### config.mk
export PLATFORM = sky130hd
export DESIGN_NAME = lc3_control_unit
export DESIGN_NICKNAME = d
export VERILOG_FILES = /design/src/rtl/lc3_ctrl_pkg.sv /design/src/rtl/lc3_control_unit_mem_wait_counter.sv /design/src/rtl/lc3_control_unit.sv
export SDC_FILE = /design/constraint.sdc
export NUM_CORES = 1
export LEC_CHECK = 0
export ABC_AREA = 1
export BUFFER_PORTS_ARGS = -buffer_cell sky130_fd_sc_hd__buf_2
export CORE_AREA = 8 8 77 79
export CTS_CLUSTER_DIAMETER = 80
export DETAILED_ROUTE_END_ITERATION = 8
export DIE_AREA = 0 0 85 87
export PLACE_DENSITY = 0.7
export SLEW_MARGIN = 20
export SYNTH_ARGS = -nofsm -noshare
export SYNTH_HDL_FRONTEND = slang
export SYNTH_SLANG_ARGS = --single-unit
### constraint.sdc
create_clock -name Clk -period 1.71 [get_ports Clk]
set_input_delay 0.342 -clock Clk [delete_from_list [all_inputs] [get_ports Clk]]
set_output_delay 0.342 -clock Clk [all_outputs]
set_load 0.01 [all_outputs]
### src/rtl/lc3_ctrl_pkg.sv
// Shared definitions for the eLC-3 control unit: state encoding, opcodes,
// mux-select codes and the per-state control-word decode.
package lc3_ctrl_pkg;

  // Codes 32/33/35 do not fit in 5 bits, so they sit in unused slots.
  typedef enum logic [4:0] {
    S0     = 5'd0,
    S1     = 5'd1,
    S32    = 5'd2,
    S33    = 5'd3,
    S4     = 5'd4,
    S5     = 5'd5,
    S6     = 5'd6,
    S7     = 5'd7,
    S35    = 5'd8,
    S9     = 5'd9,
    S12    = 5'd12,
    S16    = 5'd16,
    S18    = 5'd18,
    S21    = 5'd21,
    S22    = 5'd22,
    S23    = 5'd23,
    S25    = 5'd25,
    S27    = 5'd27,
    PAUSE1 = 5'd28,
    PAUSE2 = 5'd29,
    HALTED = 5'd30
  } state_t;

  localparam logic [3:0] OP_BR    = 4'b0000;
  localparam logic [3:0] OP_ADD   = 4'b0001;
  localparam logic [3:0] OP_JSR   = 4'b0100;
  localparam logic [3:0] OP_AND   = 4'b0101;
  localparam logic [3:0] OP_LDR   = 4'b0110;
  localparam logic [3:0] OP_STR   = 4'b0111;
  localparam logic [3:0] OP_NOT   = 4'b1001;
  localparam logic [3:0] OP_JMP   = 4'b1100;
  localparam logic [3:0] OP_PAUSE = 4'b1101;

  localparam logic       ADDR1_PC    = 1'b0;
  localparam logic       ADDR1_SR1   = 1'b1;
  localparam logic [1:0] ADDR2_ZERO  = 2'd0;
  localparam logic [1:0] ADDR2_SEXT6 = 2'd1;
  localparam logic [1:0] ADDR2_SEXT9 = 2'd2;
  localparam logic [1:0] ADDR2_SEXT11 = 2'd3;
  localparam logic [1:0] PCMUX_INC   = 2'd0;
  localparam logic [1:0] PCMUX_ADDR  = 2'd2;
  localparam logic [1:0] DRMUX_R7    = 2'd1;
  localparam logic [1:0] SR1MUX_IR11 = 2'd0;
  localparam logic [1:0] SR1MUX_IR8  = 2'd1;
  localparam logic [1:0] MARMUX_ADDR = 2'd1;
  localparam logic [1:0] ALUK_ADD    = 2'd0;
  localparam logic [1:0] ALUK_AND    = 2'd1;
  localparam logic [1:0] ALUK_NOT    = 2'd2;
  localparam logic [1:0] ALUK_PASS   = 2'd3;

  typedef struct packed {
    logic       ld_mar, ld_mdr, ld_ir, ld_ben, ld_reg, ld_cc, ld_pc;
    logic       gate_pc, gate_mdr, gate_alu, gate_marmux;
    logic       addr1mux;
    logic [1:0] addr2mux, pcmux, drmux, sr1mux, sr2mux, marmux, aluk;
    logic       mio_en, mem_oe, mem_we;
  } ctrl_t;

  function automatic logic is_wait(state_t s);
    return (s == S33) || (s == S25) || (s == S16);
  endfunction

  // Control word for state s. last_wait marks the final cycle of a RAM
  // access; ir5 selects the immediate operand for ADD/AND.
  function automatic ctrl_t ctrl_decode(state_t s, logic last_wait, logic ir5);
    ctrl_t c;
    c = '0;
    case (s)
      S18: begin
        c.gate_pc = 1'b1; c.ld_mar = 1'b1; c.pcmux = PCMUX_INC; c.ld_pc = 1'b1;
      end
      S33, S25: begin
        c.mem_oe = 1'b1; c.mio_en = 1'b1; c.ld_mdr = last_wait;
      end
      S35: begin c.gate_mdr = 1'b1; c.ld_ir = 1'b1; end
      S32: c.ld_ben = 1'b1;
      S1, S5, S9: begin
        c.sr1mux   = SR1MUX_IR8;
        c.sr2mux   = (s == S9) ? 2'd0 : {1'b0, ir5};
        c.aluk     = (s == S1) ? ALUK_ADD : (s == S5) ? ALUK_AND : ALUK_NOT;
        c.gate_alu = 1'b1; c.ld_reg = 1'b1; c.ld_cc = 1'b1;
      end
      S22: begin
        c.addr1mux = ADDR1_PC; c.addr2mux = ADDR2_SEXT9;
        c.pcmux = PCMUX_ADDR; c.ld_pc = 1'b1;
      end
      S12: begin
        c.sr1mux = SR1MUX_IR8; c.addr1mux = ADDR1_SR1; c.addr2mux = ADDR2_ZERO;
        c.pcmux = PCMUX_ADDR; c.ld_pc = 1'b1;
      end
      S4: begin c.drmux = DRMUX_R7; c.gate_pc = 1'b1; c.ld_reg = 1'b1; end
      S21: begin
        c.addr1mux = ADDR1_PC; c.addr2mux = ADDR2_SEXT11;
        c.pcmux = PCMUX_ADDR; c.ld_pc = 1'b1;
      end
      S6, S7: begin
        c.sr1mux = SR1MUX_IR8; c.addr1mux = ADDR1_SR1; c.addr2mux = ADDR2_SEXT6;
        c.marmux = MARMUX_ADDR; c.gate_marmux = 1'b1; c.ld_mar = 1'b1;
      end
      S27: begin c.gate_mdr = 1'b1; c.ld_reg = 1'b1; c.ld_cc = 1'b1; end
      S23: begin
        c.sr1mux = SR1MUX_IR11; c.aluk = ALUK_PASS; c.gate_alu = 1'b1; c.ld_mdr = 1'b1;
      end
      S16: c.mem_we = 1'b1;
      default: c = '0;
    endcase
    return c;
  endfunction

endpackage

### src/rtl/lc3_control_unit_mem_wait_counter.sv
// RAM wait-state counter.
//   clk_i/rst_i : clock, asynchronous active-high reset
//   en_i        : count this cycle
//   clr_i       : return to zero (wins over en_i)
//   done_o      : current count is the last wait cycle (MEM_WAIT-1)
//   done_next_o : the count being loaded will be the last wait cycle
module mem_wait_counter #(
  parameter int MEM_WAIT = 2,
  parameter int CNT_W    = 4
) (
  input  logic clk_i,
  input  logic rst_i,
  input  logic en_i,
  input  logic clr_i,
  output logic done_o,
  output logic done_next_o
);

  localparam logic [CNT_W-1:0] LAST = CNT_W'(MEM_WAIT - 1);

  logic [CNT_W-1:0] cnt_q, cnt_d;

  always_comb begin
    // NOTE: default first so every path assigns cnt_d and no latch is inferred.
    cnt_d = cnt_q;
    if (clr_i)     cnt_d = '0;
    else if (en_i) cnt_d = cnt_q + CNT_W'(1);
  end

  always_ff @(posedge clk_i or posedge rst_i) begin
    if (rst_i) cnt_q <= '0;
    else       cnt_q <= cnt_d;
  end

  assign done_o      = (cnt_q == LAST);
  assign done_next_o = (cnt_d == LAST);

endmodule

### src/rtl/lc3_control_unit.sv
// eLC-3 Moore control FSM: fetch / decode / execute sequencing with
// MEM_WAIT-cycle RAM accesses.
//   Inputs : Clk, Reset (async, active-high), Run, Continue, IR_15_12, IR_5, BEN
//   Outputs: register loads, bus gates, mux selects, ALUK, MIO_EN,
//            Mem_OE/Mem_WE strobes and the State code for display.
// The control word is registered together with the state, so outputs only
// change on the clock edge (or clear on Reset).
module lc3_control_unit
  import lc3_ctrl_pkg::*;
#(
  parameter int MEM_WAIT = 2,
  parameter int CNT_W    = 4
) (
  input  logic       Clk,
  input  logic       Reset,
  input  logic       Run,
  input  logic       Continue,
  input  logic [3:0] IR_15_12,
  input  logic       IR_5,
  input  logic       BEN,
  output logic       LD_MAR,
  output logic       LD_MDR,
  output logic       LD_IR,
  output logic       LD_BEN,
  output logic       LD_REG,
  output logic       LD_CC,
  output logic       LD_PC,
  output logic       GatePC,
  output logic       GateMDR,
  output logic       GateALU,
  output logic       GateMARMUX,
  output logic       ADDR1MUX,
  output logic [1:0] ADDR2MUX,
  output logic [1:0] PCMUX,
  output logic [1:0] DRMUX,
  output logic [1:0] SR1MUX,
  output logic [1:0] SR2MUX,
  output logic [1:0] MARMUX,
  output logic [1:0] ALUK,
  output logic       MIO_EN,
  output logic       Mem_OE,
  output logic       Mem_WE,
  output logic [4:0] State
);

  state_t state_q, state_d;
  ctrl_t  ctrl_q;
  logic   wait_done, wait_done_next, cnt_en, wait_last_d;

  // Count while in a wait state; clear on the exit cycle and elsewhere.
  assign cnt_en = is_wait(state_q);

  mem_wait_counter #(.MEM_WAIT(MEM_WAIT), .CNT_W(CNT_W)) u_wait (
    .clk_i       (Clk),
    .rst_i       (Reset),
    .en_i        (cnt_en),
    .clr_i       (!cnt_en || wait_done),
    .done_o      (wait_done),
    .done_next_o (wait_done_next)
  );

  always_comb begin
    state_d = state_q;
    case (state_q)
      HALTED: if (Run) state_d = S18;
      S18:    state_d = S33;
      S33:    if (wait_done) state_d = S35;
      S35:    state_d = S32;
      S32: begin
        case (IR_15_12)
          OP_ADD:   state_d = S1;
          OP_AND:   state_d = S5;
          OP_NOT:   state_d = S9;
          OP_BR:    state_d = S0;
          OP_JMP:   state_d = S12;
          OP_JSR:   state_d = S4;
          OP_LDR:   state_d = S6;
          OP_STR:   state_d = S7;
          OP_PAUSE: state_d = PAUSE1;
          default:  state_d = S18;
        endcase
      end
      S0:     state_d = BEN ? S22 : S18;
      S4:     state_d = S21;
      S6:     state_d = S25;
      S25:    if (wait_done) state_d = S27;
      S7:     state_d = S23;
      S23:    state_d = S16;
      S16:    if (wait_done) state_d = S18;
      PAUSE1: if (Continue) state_d = PAUSE2;
      PAUSE2: if (!Continue) state_d = S18;
      default: state_d = S18;
    endcase
  end

  // The registered control word for the next state needs to know whether
  // that state will be the final cycle of its RAM access.
  assign wait_last_d = is_wait(state_d) && wait_done_next;

  always_ff @(posedge Clk or posedge Reset) begin
    if (Reset) begin
      state_q <= HALTED;
      ctrl_q  <= '0;
    end else begin
      // NOTE: non-blocking so state and control word update together from
      // the same pre-edge values.
      state_q <= state_d;
      ctrl_q  <= ctrl_decode(state_d, wait_last_d, IR_5);
    end
  end

  assign LD_MAR     = ctrl_q.ld_mar;
  assign LD_MDR     = ctrl_q.ld_mdr;
  assign LD_IR      = ctrl_q.ld_ir;
  assign LD_BEN     = ctrl_q.ld_ben;
  assign LD_REG     = ctrl_q.ld_reg;
  assign LD_CC      = ctrl_q.ld_cc;
  assign LD_PC      = ctrl_q.ld_pc;
  assign GatePC     = ctrl_q.gate_pc;
  assign GateMDR    = ctrl_q.gate_mdr;
  assign GateALU    = ctrl_q.gate_alu;
  assign GateMARMUX = ctrl_q.gate_marmux;
  assign ADDR1MUX   = ctrl_q.addr1mux;
  assign ADDR2MUX   = ctrl_q.addr2mux;
  assign PCMUX      = ctrl_q.pcmux;
  assign DRMUX      = ctrl_q.drmux;
  assign SR1MUX     = ctrl_q.sr1mux;
  assign SR2MUX     = ctrl_q.sr2mux;
  assign MARMUX     = ctrl_q.marmux;
  assign ALUK       = ctrl_q.aluk;
  assign MIO_EN     = ctrl_q.mio_en;
  assign Mem_OE     = ctrl_q.mem_oe;
  assign Mem_WE     = ctrl_q.mem_we;
  assign State      = state_q;

endmodule

==> reports/results.tsv, run 1 <==
stage	metric	value	unit
cts	Worst-path clk slew	0.06	ns
critical_path	crit path capture	LD_PC$_DFF_PP0_	
routing	WL/cell	13.5	microns
die	die width	85	microns
pwr	Seq pwr share	0.220	
die	die height	87	microns
run_status	failing checks	negative setup slack	
synth	#FFs+latches synth	31	
sta	RSZ-0062 raised after global routing	true	
pwr	P_leak	1.50	nW
global_routing	gr ovfl total	0	
sta	Final TNS setup	-1.26	ns
pwr	pwr dens	2040	nW/um^2
placed_design	Post-DP Area	2190	sq um
critical_path	critical path, cell by cell	buf_4 > nor2_4 > nand2_4 > buf_4 > nand2_1 > nor2_1 > nand2_2 > nor2_4 > nand4_1 > nand3_1	
die	Core ar.	4850	sq um
cts	clock root buffer	clkbuf_8	
routing	Post-DRT Antenna Nets	0	
sta	Slew Viols, Final	0	
die	Row Count	26	
global_routing	vias in the first global route	1655	
sta	WHS	0.127	ns
die	Starting Density	0.374	
finish	post-route design area	2590	sq um
synth	FFs w/ async S/R, synth	1.00	
placed_design	worst slack, placed	-0.0920	ns
critical_path	Crit Path Category	flop to flop	
critical_path	CP max stage cell	dfstp_2	
routing	initial DRC count	78	
pwr	Max VDD drop	0.815	mV
critical_path	CP Max Fanout	7	
cts	cts hold-fix bufs	0	
die	Die ar.	7400	sq um
synth	largest area contributor in the netlist	dfrtp_1	
synth	area fraction of the dominant cell type after synthesis	0.373	
synth	EDFF count, synth	0	
critical_path	R2R depth	10	
sta	Final min period	1.82	ns
cts	clk sink count	31	
critical_path	stages on the worst setup path	10	
synth	Yosys warning count	0	
synth	Post-synth top cells	nand2_1, dfrtp_1, nand3_1, nor2_1, inv_1	
finish	Fillers	429	
synth	Synth Cell Area	1810	sq um
cts	CTS Buffer Depth	2	
global_routing	largest net degree at the start of global routing	32	
critical_path	critical path buffer and inverter count	2	
sta	Tcrit/Tclk final	1.07	
synth	Post-Syn Instances	221	
cts	CTS H-tree lvls	2	
synth	top-count cell post-synth	nand2_1	
global_routing	first-pass GRT wire length	7.79	mm
synth	sequential area share after synthesis	0.431	
routing	drt total wl	4.77	mm
die	top-level I/O count	44	
synth	ys flop type	dfrtp_1	
critical_path	worst reg2reg startpoint	State[2]$_DFF_PP1_	
cts	CTS tree	done	
critical_path	Worst Setup SP	State[2]$_DFF_PP1_	
worst_hold_path	Min-Delay Path Class	primary input to async pin	
routing	number of vias per cell	4.71	
cts	Inserted Clock Buffers	5	
routing	DR vias	1669	
pwr	Pint	0.00278	W
synth	largest cells by area after synthesis	dfrtp_1, nand2_1, nand3_1, dfstp_2, nor2_1	
pwr	switching portion of total power	0.475	
critical_path	worst reg-to-reg setup slack	-0.11	ns
placed_design	hpwl dp	3.56	mm
placed_design	Buffers on Ports	38	
synth	Netlist cell types	30	
routing	DR DRC count	0	
cts	worst skew pair latency	0.28	ns
critical_path	Req. time, crit path	1.92	ns
pwr	Net Sw Power	0.00251	W
critical_path	CP peak stage delay	0.66	ns
finish	layout cell share with drive strength beyond 1	0.557	
sta	Hold Vio Cnt, Final	0	
critical_path	FF-to-FF End	LD_PC$_DFF_PP0_	
pwr	Clock Power Share	0.110	
synth	syn avg cell area	8.19	sq um
global_routing	antenna violations before repair	0	
placed_design	Final GP Congestion	0.865	
global_routing	Total GRT Usage	0.132	
finish	area delta synth->final	43.0	%
sta	post-route setup slack	-0.113	ns
job	Maximum Capacitance Violations	0	
sta	fmax	548	MHz
run_status	status	finished, violations left	
critical_path	Worst setup EP type	flop	
routing	router iterations before antenna repair	4	
sta	endpoints failing setup	18	
critical_path	CP arrival	2.04	ns
critical_path	CP delay by family, top	simple AND/OR/NAND/NOR gates	
critical_path	CP startpoint kind	flop	
finish	nets	309	
finish	antenna cells	0	
sta	Worst Skew	0.00511	ns
pwr	Gate power share	0.670	
-- layout make-up --
class                      instances  area [sq um]  share of cell area
multi-input combinational        158          1050               0.405
tap                               56          70.1              0.0271
clock inverter                     1          5.00             0.00193
clock buffer                       7          86.3              0.0333
inverter                          27           121              0.0469
timing repair buffer              74           477               0.184
sequential                        31           782               0.302
-- flip-flops by register name (all words and copies together), names as in the netlist --
signal / count
LD_PC: 1
PCMUX: 1
MARMUX: 1
LD_MAR: 1
GatePC: 1
Mem_OE: 1
LD_MDR: 1
ALUK: 2
LD_BEN: 1
State: 5
SR1MUX: 1
DRMUX: 1
LD_IR: 1
Mem_WE: 1
GateMDR: 1
LD_REG: 1
GateALU: 1
ADDR2MUX: 2
SR2MUX: 1
LD_CC: 1
u_wait.cnt_q: 4
ADDR1MUX: 1
-- worst min path at each step --
stage | startpoint | endpoint | slack (ns) | cells past startpoint
3_5_place_dp | Reset | u_wait.cnt_q[2]$_DFF_PP0_ | 0.44 | 3
2_1_floorplan | Reset | ADDR1MUX$_DFF_PP0_ | 0.44 | 1
6_report | Reset | LD_BEN$_DFF_PP0_ | 0.13 | 3
3_3_place_gp | Reset | LD_IR$_DFF_PP0_ | 0.44 | 3
4_1_cts | Reset | GateMDR$_DFF_PP0_ | 0.14 | 3
5_1_grt | Reset | Mem_WE$_DFF_PP0_ | 0.17 | 3
-- stage by stage --
step                instances   util  total power, W
floorplan                 225      -         0.00302
global placement          334  0.452         0.00386
detailed placement        334  0.452         0.00389
CTS                       347  0.484         0.00464
global route              354  0.534         0.00567
finish                    354  0.534         0.00528
-- cell usage in the layout, fill, tap and decap left out, types with 6 or more instances in the layout --
master     n
nor2_4    16
nor2_1    13
nand2_2   19
inv_2     10
buf_2     38
inv_1     14
nand3_2    9
nand2_1   41
clkbuf_8   6
nand3_1   18
dfrtp_1   26
buf_4     34
nor2_2    10
-- logic make-up (layout without fill, tap and decap cells) --
logic type / Yosys count / in the layout / synth area share
AND/OR/NAND/NOR: 140 / 140 / 0.413
buffers and inverters: 36 / 109 / 0.100
flip-flops: 31 / 31 / 0.431
AO/OA/AOI/OAI: 9 / 9 / 0.0304
adder cells (fa/ha/maj): 2 / 2 / 0.0138
XOR/XNOR: 2 / 2 / 0.00968
other: 1 / 5 / 0.00207
-- power by group through the flow --
stage / logic [W] / clock network, W / registers (W)
CTS: 0.00289 / 0.000597 / 0.00116
floorplan: 0.00179 / 0 / 0.00122
finish: 0.00354 / 0.000582 / 0.00116
global placement: 0.00270 / 0 / 0.00117
global route: 0.00385 / 0.000626 / 0.00119
detailed placement: 0.00272 / 0 / 0.00117
-- worst register-to-register path: cells and delay by family (launching register included) --
family	cells	cell delay, ns
AND/OR/NAND/NOR	8	0.81
flip-flops	1	0.66
buffers and inverters	2	0.29
-- repair_timing --
item / in CTS / in global routing
endpoints found under the setup margin: 18 / 18
gates resized for setup: 8 / 50
endpoints found under the hold margin: 0 / 0
pin swaps: 1 / 16
setup buffers: 5 / 7
cloned: 0 / 0
-- routing by layer --
metal  global-route usage  vias up  wire [microns]
li1                     -      838               -
met1                0.153      779            1970
met2                0.228       45            2470
met3               0.0217        7             231
met4               0.0728        0              92
met5                    0        -               0
(Power assumes the default switching activity.)
==> run 2, diff against run 1 <==
Settings changed: ABC_AREA 1 to unset, BUFFER_PORTS_ARGS -buffer_cell sky130_fd_sc_hd__buf_2 to unset, CORE_AREA 8 8 77 79 to 8 8 76 78, DIE_AREA 0 0 85 87 to 0 0 84 86, DONT_BUFFER_PORTS set to 1, PLACE_DENSITY 0.7 to 0.62.
==> reports/results.tsv, run 2 <==
stage	metric	value	unit
pwr	Final Power	0.00470	W
global_routing	Total GRT Usage	0.131	
critical_path	CP max stage cell	or4b_1	
pwr	pwr dens	1970	nW/um^2
cts	Worst-path clk slew	0.07	ns
routing	WL/cell	16.7	microns
routing	drt total wl	4.79	mm
synth	Netlist cell types	54	
sta	Hold Vio Cnt, Final	0	
synth	XOR/XNOR share of the synthesized area	0.0150	
die	Die ar.	7220	sq um
cts	worst skew pair latency	0.28	ns
cts	CTS H-tree lvls	2	
critical_path	CP arrival	2.24	ns
die	Row Count	25	
cts	Inserted Clock Buffers	5	
synth	FFs w/ async S/R, synth	1.00	
die	top-level I/O count	44	
finish	filler-free cell count of the finished design	286	
routing	number of vias per cell	5.26	
routing	Post-DRT Antenna Nets	0	
sta	fmax	479	MHz
die	die width	84	microns
global_routing	largest net degree at the start of global routing	20	
critical_path	critical path, cell by cell	buf_6 > nor3_4 > nand3b_1 > or4b_1 > o311a_4 > buf_4 > a21oi_1 > a311oi_2	
critical_path	Req. time, crit path	1.87	ns
worst_hold_path	Min-Delay Path Class	primary input to flop	
routing	initial DRC count	100	
critical_path	CP startpoint kind	flop	
die	Starting Density	0.381	
run_status	failing checks	negative setup slack	
routing	router iterations before antenna repair	4	
pwr	Max VDD drop	1.07	mV
synth	largest area contributor in the netlist	dfrtp_1	
cts	CTS Buffer Depth	2	
sta	Slew Limit Headroom	0.660	
synth	Post-Syn Instances	181	
global_routing	antenna violations before repair	0	
placed_design	Buffers on Ports	0	
sta	WHS	0.186	ns
synth	multiplexer share of the synthesized area	0.00571	
job	Maximum Capacitance Violations	0	
synth	top-count cell post-synth	dfrtp_1	
sta	Tcrit/Tclk final	1.22	
finish	leading cell type in the layout, fill and taps excluded	buf_4	
routing	DR vias	1504	
critical_path	CP peak stage delay	0.54	ns
sta	post-route setup slack	-0.378	ns
global_routing	first-pass GRT wire length	7.63	mm
die	Core ar.	4600	sq um
synth	sequential area share after synthesis	0.446	
cts	clock root buffer	clkbuf_8	
finish	area delta synth->final	36.1	%
synth	Synth Cell Area	1750	sq um
global_routing	vias in the first global route	1536	
finish	max reg flops	5	
synth	Yosys warning count	0	
critical_path	Crit Path Category	flop to flop	
synth	simple-gate portion of the synthesized area	0.246	
sta	Slew Viols, Final	0	
sta	Worst-Margin Slew	0.509	ns
synth	Post-synth top cells	dfrtp_1, nor2_1, nand2_1, a21oi_1, nand3_1	
sta	endpoints failing setup	27	
finish	layout cell share with drive strength beyond 1	0.448	
routing	DR DRC count	0	
cts	CTS tree	done	
finish	antenna cells	0	
sta	Worst Skew	0.00890	ns
placed_design	Final GP Congestion	0.910	
synth	largest cells by area after synthesis	dfrtp_1, dfstp_2, nor2_1, buf_4, a21oi_1	
synth	Compound-Gate Fraction of Synth Area	0.176	
finish	most frequent cells in the layout	buf_4, dfrtp_1, nor2_1, a21oi_1, nand2_1	
die	die height	86	microns
critical_path	Worst setup EP type	flop	
synth	EDFF count, synth	0	
synth	Post-Synth Adder-Cell Area	0.0143	
placed_design	hpwl dp	3.34	mm
critical_path	CP Max Fanout	7	
sta	Final min period	2.09	ns
sta	RSZ-0062 raised after global routing	true	
synth	#FFs+latches synth	31	
placed_design	Placed Cells	263	
finish	nets	243	
synth	area fraction of the dominant cell type after synthesis	0.386	
synth	ys flop type	dfrtp_1	
cts	clk sink count	31	
synth	largest family of logic cells by synthesized area	simple AND/OR/NAND/NOR gates	
run_status	status	finished, violations left	
global_routing	gr ovfl total	0	
synth	syn avg cell area	9.68	sq um
pwr	P_leak	1.11	nW
==> run 2: changes by cell type after synthesis, moves of 5 or more <==
cell	before	now
nand2_2	11	0
nand2_1	52	12
buf_2	0	6
nand3_2	6	0
nor2_2	12	1
inv_1	18	5
nand2b_1	0	6
nand3_1	23	9
nor2_4	5	0
a21oi_1	1	10
o21ai_0	1	8
==> run 2: per-stage QoR <==
step	utilization	area, sq um	setup WS, ns	setup TNS (ns)
floorplan	-	1820	-0.297	-4.20
global placement	0.449	2060	-0.431	-5.86
detailed placement	0.449	2060	-0.408	-6.76
CTS	0.494	2270	-0.376	-6.05
global route	0.519	2380	-0.474	-8.84
finish	0.519	2380	-0.378	-6.65
==> run 2: area by class of cell <==
type                       count  area (sq um)
clock inverter                 1          5.00
sequential                    31           785
fill                         416          2210
multi-input combinational    127           925
clock buffer                   7          76.3
timing repair buffer          58           489
tap                           54          67.6
inverter                       8          37.5
==> run 2: repair_timing <==
| item | in CTS | in global routing |
|---|---|---|
| gates resized for setup | 15 | 26 |
| setup endpoints to repair | 26 | 29 |
| hold endpoints to repair | 10 | 0 |
| pin swaps | 4 | 6 |
| hold buffers | 1 | 0 |
| gates cloned | 0 | 0 |
| buffers inserted | 7 | 7 |
==> run 2: final timing paths <==
check                      slack [ns]                 startpoint                        end  depth (start not counted)
setup reg to reg                -0.38         State[3]$_DFF_PP1_        SR1MUX[0]$_DFF_PP0_                          8
setup / recovery                -0.38         State[3]$_DFF_PP1_        SR1MUX[0]$_DFF_PP0_                          8
max in group asynchronous        0.62                      Reset         State[1]$_DFF_PP1_                          3
min in group asynchronous        0.53                      Reset        SR1MUX[0]$_DFF_PP0_                          2
hold reg to reg                  0.60  u_wait.cnt_q[0]$_DFF_PP0_  u_wait.cnt_q[1]$_DFF_PP0_                          2
hold / removal                   0.19                       IR_5        SR2MUX[0]$_DFF_PP0_                          2
==> run 2: worst max-delay path: cells and delay by family (launching register included) <==
kind                   cells  cell delay, ns
AND/OR/NAND/NOR            3            0.79
flip-flops                 1            0.50
AO/OA/AOI/OAI              3            0.39
buffers and inverters      2            0.27
==> run 2: layer usage <==
| layer | share of wire | wire [microns] | up-vias | track usage |
|---|---|---|---|---|
| met5 | 0 | 0 | - | 0 |
| li1 | - | - | 727 | - |
| met4 | 0.022 | 106 | 0 | 0.0628 |
| met1 | 0.42 | 2030 | 727 | 0.156 |
| met3 | 0.049 | 234 | 10 | 0.0370 |
| met2 | 0.51 | 2420 | 40 | 0.212 |
==> run 2: cells by family (layout without fill, tap and decap cells) <==
| kind of cell | after synthesis | after routing |
|---|---|---|
| simple gates | 76 | 76 |
| compound gates | 40 | 40 |
| flops | 31 | 31 |
| buf+inv | 27 | 74 |
| xor+xnor | 3 | 3 |
| fa+ha+maj | 2 | 2 |
| other cells | 1 | 5 |
| mux | 1 | 1 |
==> run 2: where the power goes <==
part / switching [W] / internal, W / leakage (nW) / total [W]
Combinational: 0.00154 / 0.00147 / 0.660 / 0.00301
Clock: 0.000251 / 0.000285 / 0.0422 / 0.000536
Sequential: 0.000192 / 0.000963 / 0.410 / 0.00115
Total: 0.00198 / 0.00272 / 1.11 / 0.00470
